`config.mk`:
```
export PLATFORM = sky130hd
export DESIGN_NAME = frame_sequencer_flat
export DESIGN_NICKNAME = d
export VERILOG_FILES = /design/src/rtl/frame_sequencer_if.sv /design/src/rtl/frame_sequencer.sv /design/src/flat_wrapper.sv
export SDC_FILE = /design/constraint.sdc
export NUM_CORES = 1
export LEC_CHECK = 0
export CORE_MARGIN = 3
export CORE_UTILIZATION = 25
export CTS_BUF_LIST = sky130_fd_sc_hd__clkbuf_4 sky130_fd_sc_hd__clkbuf_8
export CTS_CLUSTER_DIAMETER = 200
export DETAILED_ROUTE_END_ITERATION = 10
export PLACE_DENSITY = 0.37
export SETUP_SLACK_MARGIN = 0.15
export SLEW_MARGIN = 20
export SYNTH_ARGS = -nofsm -noshare
export SYNTH_HDL_FRONTEND = slang
export SYNTH_SLANG_ARGS = --single-unit
```
`constraint.sdc`:
```
create_clock -name clk -period 3.04 [get_ports clk]
set_input_delay 0.456 -clock clk [delete_from_list [all_inputs] [get_ports clk]]
set_output_delay 0.456 -clock clk [all_outputs]
set_load 0.005 [all_outputs]
```
`src/rtl/frame_sequencer_if.sv`:
```
`default_nettype none
// ============================================================================
//  Module   : frame_sequencer_if
//  Purpose  : Command / status bundle between the button front end and the
//             frame sequencer. The optional LOOP_LIMIT_EN build adds the
//             loop-limit input and the playback-complete pulse.
//  Revision : 1.0  initial release
// ============================================================================
interface frame_sequencer_if;
   logic       start;
   logic       stop;
   logic       step;
   logic [2:0] speed;
   logic       dir;
   logic [4:0] fm_no;
   logic       frame_stb;
   logic [1:0] state;
`ifdef LOOP_LIMIT_EN
   logic [3:0] loops;
   logic       done;

   modport master (
      output start, stop, step, speed, dir, loops,
      input  fm_no, frame_stb, state, done
   );

   modport slave (
      input  start, stop, step, speed, dir, loops,
      output fm_no, frame_stb, state, done
   );
`else
   modport master (
      output start, stop, step, speed, dir,
      input  fm_no, frame_stb, state
   );

   modport slave (
      input  start, stop, step, speed, dir,
      output fm_no, frame_stb, state
   );
`endif
endinterface
`default_nettype wire

```
`src/rtl/frame_sequencer.sv`:
```
`default_nettype none
// ============================================================================
//  Module   : frame_sequencer
//  Purpose  : Produces the 5-bit frame number for the LED pattern decoder.
//             A prescaler divides clk down to the selected frame rate and the
//             frame counter steps up or down modulo 32. Run / pause / stop /
//             single-step commands come from debounced button pulses.
//  Options  : LOOP_LIMIT_EN - stop playback after a programmable number of
//             full wraps and pulse done.
//  Revision : 1.0  initial release
// ============================================================================
module frame_sequencer #(
   parameter int CNT_W    = 24,
   parameter int BASE_DIV = 1000000
) (
   input  logic              clk,
   input  logic              rst,
   frame_sequencer_if.slave  bus
);

   typedef enum logic [1:0] {
      ST_IDLE  = 2'd0,
      ST_RUN   = 2'd1,
      ST_PAUSE = 2'd2
   } state_t;

   localparam logic [CNT_W-1:0] c_base_div = CNT_W'(BASE_DIV);

   state_t           r_state;
   state_t           w_state_nxt;
   logic [4:0]       r_fm_no;
   logic [4:0]       w_fm_nxt;
   logic [CNT_W-1:0] r_cnt;
   logic [CNT_W-1:0] w_cnt_nxt;
   logic             r_frame_stb;
   logic             w_stb_nxt;

   logic [CNT_W-1:0] w_shifted;
   logic [CNT_W-1:0] w_period_m1;
   logic             w_tick;
   logic             w_cmd_stop;
   logic             w_cmd_start;
   logic             w_cmd_step;
   logic [4:0]       w_fm_adv;
   logic             w_wrap;

`ifdef LOOP_LIMIT_EN
   logic [3:0]       r_loop_cnt;
   logic [3:0]       w_loop_nxt;
   logic [3:0]       w_loop_inc;
   logic             w_loop_hit;
   logic             r_done;
   logic             w_done_nxt;
`endif

   // Frame period minus one; a shift to zero is clamped to a one-cycle period.
   always_comb begin
      w_shifted   = c_base_div >> bus.speed;
      w_period_m1 = (w_shifted == '0) ? '0 : (w_shifted - CNT_W'(1));
      w_tick      = (r_cnt >= w_period_m1);
   end

   // Command priority stop > start > step, plus next-frame and wrap detection.
   always_comb begin
      w_cmd_stop  = bus.stop;
      w_cmd_start = bus.start & ~bus.stop;
      w_cmd_step  = bus.step & ~bus.stop & ~bus.start;
      w_fm_adv    = bus.dir ? (r_fm_no - 5'd1) : (r_fm_no + 5'd1);
      w_wrap      = bus.dir ? (r_fm_no == 5'd0) : (r_fm_no == 5'd31);
   end

`ifdef LOOP_LIMIT_EN
   // Saturating wrap count so loops=0 (play forever) can never roll over.
   always_comb begin
      w_loop_inc = (r_loop_cnt == 4'hF) ? 4'hF : (r_loop_cnt + 4'd1);
      w_loop_hit = (bus.loops != 4'd0) && (w_loop_inc >= bus.loops);
   end
`endif

   // Next-state and next-output decode for the playback controller.
   always_comb begin
      w_state_nxt = r_state;
      w_fm_nxt    = r_fm_no;
      w_cnt_nxt   = r_cnt;
      w_stb_nxt   = 1'b0;
`ifdef LOOP_LIMIT_EN
      w_loop_nxt  = r_loop_cnt;
      w_done_nxt  = 1'b0;
`endif
      case (r_state)
         ST_IDLE: begin
            if (w_cmd_start) begin
               w_state_nxt = ST_RUN;
               w_fm_nxt    = 5'd0;
               w_cnt_nxt   = '0;
`ifdef LOOP_LIMIT_EN
               w_loop_nxt  = 4'd0;
`endif
            end else if (w_cmd_step) begin
               w_fm_nxt  = w_fm_adv;
               w_stb_nxt = 1'b1;
            end
         end
         ST_RUN: begin
            // start and step are ignored while running; only stop interrupts.
            if (w_cmd_stop) begin
               w_state_nxt = ST_PAUSE;
            end else if (w_tick) begin
               w_cnt_nxt = '0;
               w_fm_nxt  = w_fm_adv;
               w_stb_nxt = 1'b1;
`ifdef LOOP_LIMIT_EN
               if (w_wrap) begin
                  w_loop_nxt = w_loop_inc;
                  if (w_loop_hit) begin
                     w_done_nxt  = 1'b1;
                     w_state_nxt = ST_IDLE;
                  end
               end
`endif
            end else begin
               w_cnt_nxt = r_cnt + CNT_W'(1);
            end
         end
         ST_PAUSE: begin
            // Prescaler count is frozen here so resume finishes the partial frame.
            if (w_cmd_stop) begin
               w_state_nxt = ST_IDLE;
               w_fm_nxt    = 5'd0;
            end else if (w_cmd_start) begin
               w_state_nxt = ST_RUN;
            end else if (w_cmd_step) begin
               w_fm_nxt  = w_fm_adv;
               w_stb_nxt = 1'b1;
            end
         end
         default: begin
            w_state_nxt = ST_IDLE;
            w_fm_nxt    = 5'd0;
            w_cnt_nxt   = '0;
         end
      endcase
   end

   // State and output registers with asynchronous reset.
   always_ff @(posedge clk or posedge rst) begin
      if (rst) begin
         r_state     <= ST_IDLE;
         r_fm_no     <= 5'd0;
         r_cnt       <= '0;
         r_frame_stb <= 1'b0;
`ifdef LOOP_LIMIT_EN
         r_loop_cnt  <= 4'd0;
         r_done      <= 1'b0;
`endif
      end else begin
         r_state     <= w_state_nxt;
         r_fm_no     <= w_fm_nxt;
         r_cnt       <= w_cnt_nxt;
         r_frame_stb <= w_stb_nxt;
`ifdef LOOP_LIMIT_EN
         r_loop_cnt  <= w_loop_nxt;
         r_done      <= w_done_nxt;
`endif
      end
   end

   assign bus.fm_no     = r_fm_no;
   assign bus.frame_stb = r_frame_stb;
   assign bus.state     = r_state;
`ifdef LOOP_LIMIT_EN
   assign bus.done      = r_done;
`endif

endmodule
`default_nettype wire

```
`src/flat_wrapper.sv`:
```
// flat-port wrapper written by rule: the top's interface ports become plain ports
module frame_sequencer_flat 
#(
   parameter int CNT_W    = 24,
   parameter int BASE_DIV = 1000000
)
  (clk, rst, bus_start, bus_stop, bus_step, bus_speed, bus_dir, bus_fm_no, bus_frame_stb, bus_state);
  frame_sequencer_if bus_i ();
  input  logic clk;
  input  logic rst;
  input wire logic [$bits(bus_i.start)-1:0] bus_start;
  input wire logic [$bits(bus_i.stop)-1:0] bus_stop;
  input wire logic [$bits(bus_i.step)-1:0] bus_step;
  input wire logic [$bits(bus_i.speed)-1:0] bus_speed;
  input wire logic [$bits(bus_i.dir)-1:0] bus_dir;
  output wire logic [$bits(bus_i.fm_no)-1:0] bus_fm_no;
  output wire logic [$bits(bus_i.frame_stb)-1:0] bus_frame_stb;
  output wire logic [$bits(bus_i.state)-1:0] bus_state;
  assign bus_i.start = bus_start;
  assign bus_i.stop = bus_stop;
  assign bus_i.step = bus_step;
  assign bus_i.speed = bus_speed;
  assign bus_i.dir = bus_dir;
  assign bus_fm_no = bus_i.fm_no;
  assign bus_frame_stb = bus_i.frame_stb;
  assign bus_state = bus_i.state;
  frame_sequencer #(.CNT_W(CNT_W), .BASE_DIV(BASE_DIV)) u_core (.clk(clk), .rst(rst), .bus(bus_i));
endmodule
```
==> summary.txt, run 1 <==
Global route
  • First-pass GRT wire length: 13900 um
  • Number of global-route vias before repair: ~2800
  • Pin count of the biggest net entering global routing: 33
  • Initial antenna violation count: 0
  • Total routing usage reported by global routing: a little over an eighth
  • Global route overflow: 0

Finish
  • Layout Nets: roughly 450
  • Layout Area Growth over Synthesis: 37.4%
  • Antenna fix cells: 0
  • Sequential Area: 801 sq um
  • Final Instance Count excl. Fillers: 543
  • Multi-input combinational cell area: 2050 sq um
  • Number of inserted filler cells in the final layout: 1108
  • Fraction of final layout cells with drive strength greater than 1: 26.8%

Timing
  • Setup repair after global routing missed its margin: yes
  • Hold Violations, Final: 0
  • Tightest slew margin relative to the limit: approximately two fifths
  • Minimum clock period: 3.38 ns
  • Pins Over Slew Limit: 0
  • Final worst clock skew: 0.00706 ns
  • Tcrit/Tclk final: 111%
  • Slew @ Worst Pin: 0.911 ns
  • # setup viols final: 30
  • Fin worst setup slack: -0.336 ns
  • Maximum frequency from static timing analysis: 296 MHz
  • Total negative setup slack: -6.59 ns
  • Hold WS: 0.558 ns

Outcome
  • Failing checks: negative setup slack
  • Result of the run: complete, but fails checks

Die
  • Initial standard-cell utilization of the core: a little over a quarter
  • I/O pin count: 17
  • Site Rows: 37
  • Area of the core: 10600 sq um
  • Die width: 112 um
  • Die Span Y: 112 um
  • Total Die Area: 12500 sq um

Clock network
  • Clock latency on the worst-skew pair: 0.29 ns
  • Count of H-tree levels built during CTS: 2
  • Number of buffers inserted during clock tree synthesis: 5
  • Clock-pin slew on the worst setup and hold paths: approximately 0.070 ns
  • Clock root buffer master: sky130_fd_sc_hd__clkbuf_8
  • Clock sink count: 32
  • Maximum root-to-sink buffer count: 2
  • CTS tree: built

Routing
  • Number of DRC markers in iteration 0: 94
  • Drc violations: 0
  • Overall routed net length: 8120 um
  • Detail-routed net length per standard cell: 15.0 um
  • Number of iterations in the first detailed-routing pass: 4
  • Overall via count from detail_route: 2682
  • Mean number of vias per cell: 4.94
  • Remaining antenna violation count after routing: 0

Logic synthesis
  • Synth Net Count: 380
  • Top-count cell post-synth: sky130_fd_sc_hd__nand2_1
  • Syn avg cell area: 8.27 sq um
  • Synth Flop Type: sky130_fd_sc_hd__dfrtp_1
  • Synth cell types: 57
  • Cell type with the largest total area after synthesis: sky130_fd_sc_hd__dfrtp_1
  • Cell Area, Synth: 2790 sq um
  • Count of yosys warnings during synthesis: 0
  • Area share of the largest cell type after synthesis: 28.7%
  • Cell types with the largest area share after synthesis: sky130_fd_sc_hd__dfrtp_1 29%, sky130_fd_sc_hd__ha_1 14%, sky130_fd_sc_hd__nand2_1 4.8%, sky130_fd_sc_hd__a21oi_1 4.5%, sky130_fd_sc_hd__nor2_1 4.2%
  • Synth cell count leaders: 36 x sky130_fd_sc_hd__nand2_1, 32 x sky130_fd_sc_hd__dfrtp_1, 32 x sky130_fd_sc_hd__ha_1
  • Fraction of the yosys area taken by sequential cells: 28.7%
  • Gate Count Post-Synth: approximately 340
  • Synthesized flop and latch total: 32
  • Post-synth EDFFs: 0
  • Ys async rst share: 100%

Worst setup path
  • Setup CP Type: input port to flip-flop
  • Number of cells on the worst reg-to-reg path: 11
  • Endpoint required time on the critical path: 3.22 ns
  • Endpoint of the worst setup timing path: u_core.bus.fm_no[0]
  • Reg-to-reg critical path startpoint: u_core.r_cnt[0]
  • Minimum setup slack among reg-to-reg paths: 0.38 ns
  • Endpoint arrival time on the critical path: about 3.6 ns
  • Crit-path max FO: 4
  • Launch point of the critical path: bus_speed[0]
  • Kind of capture point of the worst setup path: flip-flop
  • Kind of launch point of the worst setup path: input port
  • Endpoint of the worst register-to-register path: u_core.bus.fm_no[0]

Placement
  • Post-Place Worst Slack: -1.10 ns
  • Hpwl dp: 6100 um
  • Weighted congestion reported at the end of routability-driven placement: 0.776
  • Post-placement cell count: 525
  • Port Buf Inserts: 16

Job
  • Maximum capacitance violations: 0

Power and ir drop
  • IR Drop Worst-Case VDD: 0.231 mV
  • Total leakage power: roughly 1.7 nW
  • Power density of the placed cells: 377 nW/um^2

Min path
  • Path class of the lowest-slack min-delay path: input port to async pin
[layout make-up]
| cell class | instances | share of cell area (%) |
|---|---|---|
| multi-input combinational | 277 | 53.5 |
| tap | 136 | 4.43 |
| timing repair buffer | 76 | 17.0 |
| inverter | 15 | 1.73 |
| sequential | 32 | 20.9 |
| clock buffer | 7 | 2.51 |
[how the worst min path moves through the flow]
stage	from	endpoint	slack, ns	depth (start not counted)
floorplan	u_core.r_cnt[12]	u_core.r_cnt[12]	0.50	1
finish	rst	u_core.bus.fm_no[4]	0.56	3
CTS	u_core.r_cnt[0]	u_core.r_cnt[0]	0.57	1
detailed placement	u_core.r_cnt[23]	u_core.r_cnt[23]	0.55	2
global route	u_core.bus.fm_no[2]	u_core.bus.fm_no[2]	0.58	1
global placement	u_core.bus.fm_no[2]	u_core.bus.fm_no[2]	0.54	1
[registers in the layout (all words and copies together), names as in the netlist]
register              cells
u_core.bus.fm_no          5
u_core.r_cnt             24
u_core.bus.frame_stb      1
u_core.bus.state          2
[where the power goes]
part	internal [mW]	switching, mW	leakage (nW)
clock	0.202	0.168	0.0503
combinational	0.301	0.261	1.18
sequential	0.462	0.0529	0.437
[routing by layer]
| layer | vias to the layer above | global-route usage (%) | share of wire, % |
|---|---|---|---|
| li1 | 1357 | - | - |
| met1 | 1280 | 19.0 | 50 |
| met2 | 40 | 22.2 | 47 |
| met3 | 5 | 1.79 | 2.7 |
| met4 | 0 | 2.60 | 0.59 |
| met5 | - | 0 | 0 |
[kinds of logic after synthesis]
| family | Yosys count | synth area share, % |
|---|---|---|
| AOI/OAI and AO/OA | 87 | 20.4 |
| xor gates and xnor gates | 19 | 5.96 |
| adders and majority gates | 33 | 15.0 |
| buffers and inverters | 30 | 4.43 |
| DFF | 32 | 28.7 |
| muxes | 3 | 1.16 |
| and+or+nand+nor | 134 | 24.3 |
[through the flow]
step	cell area [sq um]	total power, mW	utilization [%]
final	3840	1.45	36.2
after global routing	3840	1.56	36.2
after CTS	3790	1.46	35.7
after detailed placement	3510	1.04	33.1
after global placement	3510	1.04	33.1
after floorplan	2910	0.829	-
[cell usage in the layout, fill, tap and decap left out, types with 4 or more instances in the layout]
cell type,count
sky130_fd_sc_hd__a21o_1,5
sky130_fd_sc_hd__a21oi_1,22
sky130_fd_sc_hd__a31oi_1,7
sky130_fd_sc_hd__and3_1,5
sky130_fd_sc_hd__buf_4,52
sky130_fd_sc_hd__buf_6,6
sky130_fd_sc_hd__clkbuf_8,7
sky130_fd_sc_hd__clkdlybuf4s50_1,13
sky130_fd_sc_hd__dfrtp_1,32
sky130_fd_sc_hd__ha_1,29
sky130_fd_sc_hd__inv_1,12
sky130_fd_sc_hd__nand2_1,35
sky130_fd_sc_hd__nand2b_1,5
sky130_fd_sc_hd__nand3_1,11
sky130_fd_sc_hd__nand4_1,7
sky130_fd_sc_hd__nor2_1,29
sky130_fd_sc_hd__nor2b_1,4
sky130_fd_sc_hd__nor3_1,10
sky130_fd_sc_hd__o21a_1,5
sky130_fd_sc_hd__o21ai_0,10
sky130_fd_sc_hd__o21ai_1,8
sky130_fd_sc_hd__or4_1,7
sky130_fd_sc_hd__xnor2_1,12
sky130_fd_sc_hd__xor2_1,7
[critical path, stage by stage]
cell and delay, ns:
sky130_fd_sc_hd__buf_6 0.09, sky130_fd_sc_hd__buf_8 0.13, sky130_fd_sc_hd__buf_6 0.12, sky130_fd_sc_hd__nor2b_4 0.12
sky130_fd_sc_hd__or3_4 0.34, sky130_fd_sc_hd__a211oi_4 0.25, sky130_fd_sc_hd__and3_4 0.24, sky130_fd_sc_hd__a21oi_2 0.06
sky130_fd_sc_hd__xnor2_1 0.12, sky130_fd_sc_hd__ha_1 0.32, sky130_fd_sc_hd__a21oi_1 0.14, sky130_fd_sc_hd__o2111ai_1 0.13
sky130_fd_sc_hd__a211oi_2 0.22, sky130_fd_sc_hd__o211a_1 0.25, sky130_fd_sc_hd__buf_6 0.13, sky130_fd_sc_hd__buf_4 0.11
sky130_fd_sc_hd__a211oi_4 0.04, sky130_fd_sc_hd__mux2_4 0.28
[timing repair]
action                                  in CTS  in global routing
endpoints found under the setup margin      30                 30
hold buffers                                 0                  0
pin swaps                                   24                 16
cloned                                       1                  0
buffers inserted                             8                  2
resized for setup                           39                  9
No activity file was read; power rests on OpenSTA's default activity.
==> inputs of run 2 (changes only) <==
--- a/config.mk
+++ b/config.mk
@@ -11,6 +11,7 @@
 export CTS_CLUSTER_DIAMETER = 200
 export DETAILED_ROUTE_END_ITERATION = 10
 export PLACE_DENSITY = 0.37
+export RECOVER_POWER = 25
 export SETUP_SLACK_MARGIN = 0.15
 export SLEW_MARGIN = 20
 export SYNTH_ARGS = -nofsm -noshare
==> run 2 against run 1 <==
  * The flow finishes with violations (max-capacitance violations, max-slew violations, negative setup slack)
  * Die area is the same
  * Sequential share of layout area is essentially flat
  * Worst hold slack is the same
  * First-iteration DRC count is the same
  * Global-route usage is the same
  * Wire length is essentially flat
  * Combinational power is essentially flat
  * Via count is essentially flat
  * Critical path depth is the same
  * Largest cell class unchanged
  * Largest power group unchanged
==> summary.txt, run 2 (synthesis gave the netlist of run 1 again) <==
Min path
  • Hold path startpoint: u_core.r_cnt[0]
  • Path class of the lowest-slack min-delay path: flip-flop to flip-flop (was input port to async pin)

Global route
  • Global route overflow: 0 (unchanged)
  • Initial antenna violation count: 0 (unchanged)
  • First-pass GRT wire length: 13900 um (unchanged)
  • Total routing usage reported by global routing: 13.5% (unchanged)
  • Pin count of the biggest net entering global routing: 33 (unchanged)
  • Number of global-route vias before repair: 2764 (unchanged)

Finish
  • Final non-filler cell area: 3840 sq um (about the same)
  • Max reg flops: 24 (unchanged)
  • Most flop-heavy register: u_core.r_cnt (unchanged)
  • Layout Area Growth over Synthesis: 37.3% (was 37.4%)
  • Antenna fix cells: 0 (unchanged)
  • Most common cell after layout, fill and taps aside: sky130_fd_sc_hd__buf_4 (unchanged)
  • Commonest cells after routing, fill and taps aside: 51 x sky130_fd_sc_hd__buf_4, 35 x sky130_fd_sc_hd__nand2_1, 32 x sky130_fd_sc_hd__dfrtp_1 (was 52 x sky130_fd_sc_hd__buf_4, 35 x sky130_fd_sc_hd__nand2_1, 32 x sky130_fd_sc_hd__dfrtp_1)
  • Layout Nets: 449 (unchanged)
  • Fraction of final layout cells with drive strength greater than 1: 26.5% (was 26.8%)

Power and ir drop
  • IR Drop Worst-Case VDD: 0.231 mV (about the same)
  • Power share of the clock group: 25.6% (about the same)
  • Relative contribution of sequential cells to total power: 35.6% (about the same)
  • Power density of the placed cells: 377 nW/um^2 (about the same)
  • Switching fraction of total power: 33.3% (about the same)
  • Internal power component: 0.964 mW (was 0.965 mW)
  • Psw: 0.482 mW (about the same)
  • Total leakage power: 1.66 nW (about the same)
  • Logic gate share of total power: 38.8% (about the same)

Routing
  • Overall routed net length: 8120 um (about the same)
  • Drc violations: 0 (unchanged)
  • Number of iterations in the first detailed-routing pass: 4 (unchanged)
  • Detail-routed net length per standard cell: 15.0 um (about the same)
  • Number of DRC markers in iteration 0: 94 (unchanged)
  • Overall via count from detail_route: 2681 (was 2682)
  • Remaining antenna violation count after routing: 0 (unchanged)
  • Mean number of vias per cell: 4.94 (about the same)

Timing
  • Maximum frequency from static timing analysis: 296 MHz (about the same)
  • Tcrit/Tclk final: 111% (about the same)
  • Fin worst setup slack: -0.336 ns (about the same)
  • Slew @ Worst Pin: 1.87 ns (was 0.911 ns)
  • Pins Over Slew Limit: 33 (was 0)
  • Total negative setup slack: -6.59 ns (about the same)
  • Setup repair after global routing missed its margin: yes (unchanged)
  • Tightest slew margin relative to the limit: -24.5% (was 38.9%)
  • Final worst clock skew: 0.00706 ns (unchanged)
  • # setup viols final: 30 (unchanged)
  • Hold Violations, Final: 0 (unchanged)
  • Minimum clock period: 3.38 ns (about the same)

Worst setup path
  • Combined buffer and inverter count along the critical path: 5 (unchanged)
  • Kind of launch point of the worst setup path: input port (unchanged)
  • Cell Chain, Critical Path: buf_6 -> buf_8 -> buf_6 -> nor2b_4 -> or3_4 -> a211oi_4 -> and3_4 -> a21oi_2 -> xnor2_1 -> ha_1 -> a21oi_1 -> o2111ai_1 -> a211oi_2 -> o211a_1 -> buf_6 -> buf_4 -> a211oi_4 -> mux2_4 (unchanged)
  • CP most frequent cell: sky130_fd_sc_hd__buf_6 (unchanged)
  • Worst stage delay on the critical path: 0.34 ns (about the same)
  • Reg-to-reg critical path startpoint: u_core.r_cnt[0] (unchanged)
  • Crit-path max FO: 4 (unchanged)
  • Launch point of the critical path: bus_speed[0] (unchanged)
  • Worst path top cell family by delay: compound AO/OA/AOI/OAI gates (unchanged)
  • Setup CP Type: input port to flip-flop (unchanged)
  • Endpoint arrival time on the critical path: 3.55 ns (about the same)
  • Master of the slowest instance on the critical path: sky130_fd_sc_hd__or3_4 (unchanged)
  • Kind of capture point of the worst setup path: flip-flop (unchanged)
  • Endpoint required time on the critical path: 3.22 ns (about the same)

Clock network
  • CTS tree: built (unchanged)
  • Clock-pin slew on the worst setup and hold paths: 0.07 ns (about the same)
  • Count of H-tree levels built during CTS: 2 (unchanged)
  • Number of buffers inserted during clock tree synthesis: 5 (unchanged)
  • Clock sink count: 32 (unchanged)
  • Maximum root-to-sink buffer count: 2 (unchanged)
  • Clock latency on the worst-skew pair: 0.29 ns (about the same)
  • Hold-fix buffers, CTS: 0 (unchanged)
  • Clock root buffer master: sky130_fd_sc_hd__clkbuf_8 (unchanged)

Outcome
  • Failing checks: max-capacitance violations, max-slew violations, negative setup slack (was negative setup slack)
  • Result of the run: complete, but fails checks (unchanged)

Die
  • Die width: 112 um (unchanged)
  • Area of the core: 10600 sq um (unchanged)
  • Total Die Area: 12500 sq um (unchanged)
  • Die Span Y: 112 um (unchanged)
  • Site Rows: 37 (unchanged)
  • I/O pin count: 17 (unchanged)
  • Initial standard-cell utilization of the core: 26.4% (unchanged)

Placement
  • DP Area: 3510 sq um (unchanged)
  • Port Buf Inserts: 16 (unchanged)
  • Post-Place Worst Slack: -1.10 ns (unchanged)
  • Hpwl dp: 6100 um (unchanged)
  • Weighted congestion reported at the end of routability-driven placement: 0.776 (unchanged)

Job
  • Maximum capacitance violations: 1 (was 0)
-- run 2: cell count changes in the layout (fill, tap and decap cells not counted), sizes merged --
cell,delta
clkdlybuf4s50,-1
buf,-1
dlygate4sd3,+1
clkbuf,+1
-- run 2: routing by layer --
metal / global-route usage, % / vias up / part of all wire [%]
met3: 1.79 / 5 / 2.7
li1: - / 1356 / -
met4: 2.60 / 0 / 0.59
met1: 19.0 / 1280 / 50
met2: 22.2 / 40 / 47
met5: 0 / - / 0
-- run 2: worst reg2reg max path: cells and delay by family, from the launching register on --
kind,cells,cell delay [ns]
AO/OA/AOI/OAI,4,0.92
adder cells (fa/ha/maj),1,0.28
buffers and inverters,4,0.49
flip-flops,1,0.43
multiplexers,1,0.28
AND/OR/NAND/NOR,1,0.14
-- run 2: final timing paths --
kind,cells after the start,slack [ns],endpoint
worst min register to register,1,0.56,u_core.r_cnt[0]
worst max register to register,11,0.38,u_core.bus.fm_no[0]
max in group asynchronous,3,0.70,u_core.r_cnt[6]
worst max-delay path,18,-0.34,u_core.bus.fm_no[0]
min in group asynchronous,3,1.27,u_core.bus.fm_no[4]
worst min-delay path,1,0.56,u_core.r_cnt[0]
-- run 2: layout make-up --
class,count,area (sq um)
multi-input cells,277,2050
flip-flops and latches,32,801
clock buffers,7,96.3
well taps,136,170
inverters,15,66.3
repair buffers,76,649
fillers,1110,6770
-- run 2: through the flow --
stage | instances | util [%] | hold WS (ns) | power, mW
finish | 543 | 36.2 | 0.558 | 1.45
global route | 543 | 36.2 | 0.583 | 1.56
CTS | 541 | 35.7 | 0.565 | 1.46
detailed placement | 525 | 33.1 | 0.551 | 1.04
global placement | 525 | 33.1 | 0.542 | 1.04
floorplan | 338 | - | 0.500 | 0.829
-- run 2: repair_timing --
item / in CTS / in global routing
endpoints found under the setup margin: 30 / 30
resized for setup: 39 / 9
setup buffers: 8 / 2
pin swaps: 24 / 16
cloned: 1 / 0
-- run 2: power by group through the flow --
stage / clock network (mW) / logic (mW) / registers [mW]
2_1_floorplan: 0 / 0.317 / 0.511
3_3_place_gp: 0 / 0.521 / 0.524
3_5_place_dp: 0 / 0.520 / 0.524
4_1_cts: 0.384 / 0.559 / 0.516
5_1_grt: 0.403 / 0.631 / 0.524
6_report: 0.370 / 0.561 / 0.515
==> inputs of run 3 (changes only) <==
==> constraint.sdc (replaced) <==
create_clock -name clk -period 3.3 [get_ports clk]
set_input_delay 0.495 -clock clk [delete_from_list [all_inputs] [get_ports clk]]
set_output_delay 0.495 -clock clk [all_outputs]
set_load 0.005 [all_outputs]
==> run 3 against run 2 <==
  * The run still ends with max-capacitance violations, max-slew violations, negative setup slack left
  * Clock skew grew 0.0073 ns
  * Combinational power is 3% lower
  * Critical path depth stayed put
  * Sequential power down 8.2%
  * Register-to-register slack better by 0.27 ns
  * Clock power grew 16%
==> summary.txt, run 3 (synthesis gave the netlist of run 1 again) <==
Clock network
  • Number of buffers inserted during clock tree synthesis: 5 (unchanged)
  • Maximum root-to-sink buffer count: 2 (unchanged)
  • Clock sink count: 32 (unchanged)
  • Clock root buffer master: sky130_fd_sc_hd__clkbuf_8 (unchanged)
  • Clock latency on the worst-skew pair: 0.29 ns (about the same)
  • Hold-fix buffers, CTS: 0 (unchanged)
  • Count of H-tree levels built during CTS: 2 (unchanged)
  • Clock-pin slew on the worst setup and hold paths: 0.08 ns (was 0.07 ns)
  • CTS tree: built (unchanged)

Finish
  • Antenna fix cells: 0 (unchanged)
  • Most flop-heavy register: u_core.r_cnt (unchanged)
  • Layout Area Growth over Synthesis: 43.5% (was 37.3%)
  • Layout Nets: 452 (was 449)
  • Fraction of final layout cells with drive strength greater than 1: 30.4% (was 26.5%)
  • Max reg flops: 24 (unchanged)
  • Most common cell after layout, fill and taps aside: sky130_fd_sc_hd__buf_4 (unchanged)
  • Commonest cells after routing, fill and taps aside: 46 x sky130_fd_sc_hd__buf_4, 35 x sky130_fd_sc_hd__nand2_1, 32 x sky130_fd_sc_hd__dfrtp_1 (was 51 x sky130_fd_sc_hd__buf_4, 35 x sky130_fd_sc_hd__nand2_1, 32 x sky130_fd_sc_hd__dfrtp_1)
  • Final Instance Count excl. Fillers: 547 (was 543)

Worst setup path
  • Cell Chain, Critical Path: buf_6 -> buf_8 -> buf_6 -> nor2b_4 -> or3_1 -> a211oi_2 -> and3_4 -> a21oi_2 -> xnor2_1 -> ha_1 -> a21oi_2 -> o2111ai_2 -> a211oi_2 -> buf_4 -> o211ai_4 -> buf_6 -> or4_1 -> o21ai_1 (was buf_6 -> buf_8 -> buf_6 -> nor2b_4 -> or3_4 -> a211oi_4 -> and3_4 -> a21oi_2 -> xnor2_1 -> ha_1 -> a21oi_1 -> o2111ai_1 -> a211oi_2 -> o211a_1 -> buf_6 -> buf_4 -> a211oi_4 -> mux2_4)
  • Crit-path max FO: 5 (was 4)
  • Reg-to-reg critical path startpoint: u_core.r_cnt[0] (unchanged)
  • Endpoint of the worst register-to-register path: u_core.r_cnt[6] (was u_core.bus.fm_no[0])
  • Cell depth of the worst setup path: 18 (unchanged)
  • Setup CP Type: input port to flip-flop (unchanged)
  • Endpoint arrival time on the critical path: 3.62 ns (was 3.55 ns)
  • CP most frequent cell: sky130_fd_sc_hd__buf_6 (unchanged)
  • Endpoint of the worst setup timing path: u_core.r_cnt[6] (was u_core.bus.fm_no[0])
  • Kind of launch point of the worst setup path: input port (unchanged)
  • Worst stage delay on the critical path: 0.38 ns (was 0.34 ns)
  • Kind of capture point of the worst setup path: flip-flop (unchanged)
  • Combined buffer and inverter count along the critical path: 5 (unchanged)
  • Number of cells on the worst reg-to-reg path: 10 (was 11)
  • Worst path top cell family by delay: simple AND/OR/NAND/NOR gates (was compound AO/OA/AOI/OAI gates)
  • Endpoint required time on the critical path: 3.51 ns (was 3.22 ns)
  • Launch point of the critical path: bus_speed[0] (unchanged)
  • Minimum setup slack among reg-to-reg paths: 0.65 ns (was 0.38 ns)
  • Master of the slowest instance on the critical path: sky130_fd_sc_hd__or4_1 (was sky130_fd_sc_hd__or3_4)

Die
  • Initial standard-cell utilization of the core: 26.4% (unchanged)
  • Total Die Area: 12500 sq um (unchanged)
  • Die Span Y: 112 um (unchanged)
  • I/O pin count: 17 (unchanged)
  • Area of the core: 10600 sq um (unchanged)
  • Site Rows: 37 (unchanged)
  • Die width: 112 um (unchanged)

Routing
  • Detail-routed net length per standard cell: 14.5 um (was 15.0 um)
  • Mean number of vias per cell: 4.86 (was 4.94)
  • Drc violations: 0 (unchanged)
  • Overall routed net length: 7940 um (was 8120 um)
  • Number of DRC markers in iteration 0: 84 (was 94)
  • Remaining antenna violation count after routing: 0 (unchanged)
  • Overall via count from detail_route: 2661 (was 2681)
  • Number of iterations in the first detailed-routing pass: 4 (unchanged)

Timing
  • # setup viols final: 13 (was 30)
  • Total negative setup slack: -0.777 ns (was -6.59 ns)
  • Slew @ Worst Pin: 1.89 ns (was 1.87 ns)
  • Pins Over Slew Limit: 33 (unchanged)
  • Setup repair after global routing missed its margin: yes (unchanged)
  • Tightest slew margin relative to the limit: -25.8% (was -24.5%)
  • Hold Violations, Final: 0 (unchanged)
  • Minimum clock period: 3.41 ns
  • Final worst clock skew: 0.0143 ns (was 0.00706 ns)
  • Hold WS: 0.561 ns (was 0.558 ns)
  • Tcrit/Tclk final: 103%
  • Maximum frequency from static timing analysis: 294 MHz
  • Fin worst setup slack: -0.107 ns (was -0.336 ns)

Power and ir drop
  • IR Drop Worst-Case VDD: 0.275 mV (was 0.231 mV)
  • Power density of the placed cells: 360 nW/um^2 (was 377 nW/um^2)
  • Total leakage power: 1.73 nW (was 1.66 nW)
  • Final total power: 1.44 mW (was 1.45 mW)

Outcome
  • Failing checks: max-capacitance violations, max-slew violations, negative setup slack (unchanged)
  • Result of the run: complete, but fails checks (unchanged)

Job
  • Maximum capacitance violations: 1 (unchanged)

Placement
  • Weighted congestion reported at the end of routability-driven placement: 0.757 (was 0.776)
  • Hpwl dp: 5990 um (was 6100 um)
  • Port Buf Inserts: 16 (unchanged)
  • Post-placement cell count: 525 (unchanged)

Global route
  • Initial antenna violation count: 0 (unchanged)
  • First-pass GRT wire length: 13500 um (was 13900 um)
  • Number of global-route vias before repair: 2691 (was 2764)
  • Pin count of the biggest net entering global routing: 33 (unchanged)
  • Total routing usage reported by global routing: 13.1% (was 13.5%)
  • Global route overflow: 0 (unchanged)

Min path
  • Path class of the lowest-slack min-delay path: flip-flop to flip-flop (unchanged)
  • Hold Crit Depth: 1 (unchanged)
[run 3: worst min path at each step]
stage                                    from             endpoint  slack [ns]
after floorplan              u_core.r_cnt[12]     u_core.r_cnt[12]        0.50
after global placement    u_core.bus.fm_no[2]  u_core.bus.fm_no[2]        0.54
after detailed placement  u_core.bus.fm_no[2]  u_core.bus.fm_no[2]        0.55
after CTS                 u_core.bus.fm_no[2]  u_core.bus.fm_no[2]        0.57
after global routing          u_core.r_cnt[9]      u_core.r_cnt[9]        0.58
final                     u_core.bus.fm_no[2]  u_core.bus.fm_no[2]        0.56
[run 3: per-stage QoR]
stage          instance area, sq um  util, %  setup slack [ns]
4_1_cts                        3820     36.1           -0.0977
3_3_place_gp                   3490     33.0            -0.876
5_1_grt                        4010     37.8            -0.248
2_1_floorplan                  2910        -            -0.286
6_report                       4010     37.8            -0.107
3_5_place_dp                   3490     33.0            -0.919
[run 3: timing repair]
item	CTS	global route
buffers inserted	8	5
pin swaps	29	19
setup endpoints to repair	30	30
gates resized for setup	43	34
gates cloned	1	0
[run 3: layer usage]
metal	GRT usage, %	part of all wire (%)
met1	18.9	52
met2	20.6	45
met3	2.45	1.9
met4	2.03	0.33
met5	0	0
[run 3: report_power, final]
group / internal, mW / leakage (nW) / switching (mW)
Clock: 0.267 / 0.0645 / 0.161
Sequential: 0.426 / 0.437 / 0.0473
Combinational: 0.292 / 1.22 / 0.252
[run 3: worst reg2reg max path: cells and delay by family (launching register included)]
family,cells,cell delay [ns]
adder cells (fa/ha/maj),1,0.28
flip-flops,1,0.45
AO/OA/AOI/OAI,4,0.92
AND/OR/NAND/NOR,2,0.52
buffers and inverters,3,0.41
[run 3: area by class of cell]
type,count,area (sq um)
multi-input cells,277,2150
repair buffers,79,692
inverters,15,66.3
clock inverters,1,30.0
clock buffers,7,96.3
well taps,136,170
fillers,1097,6590
flip-flops and latches,32,801
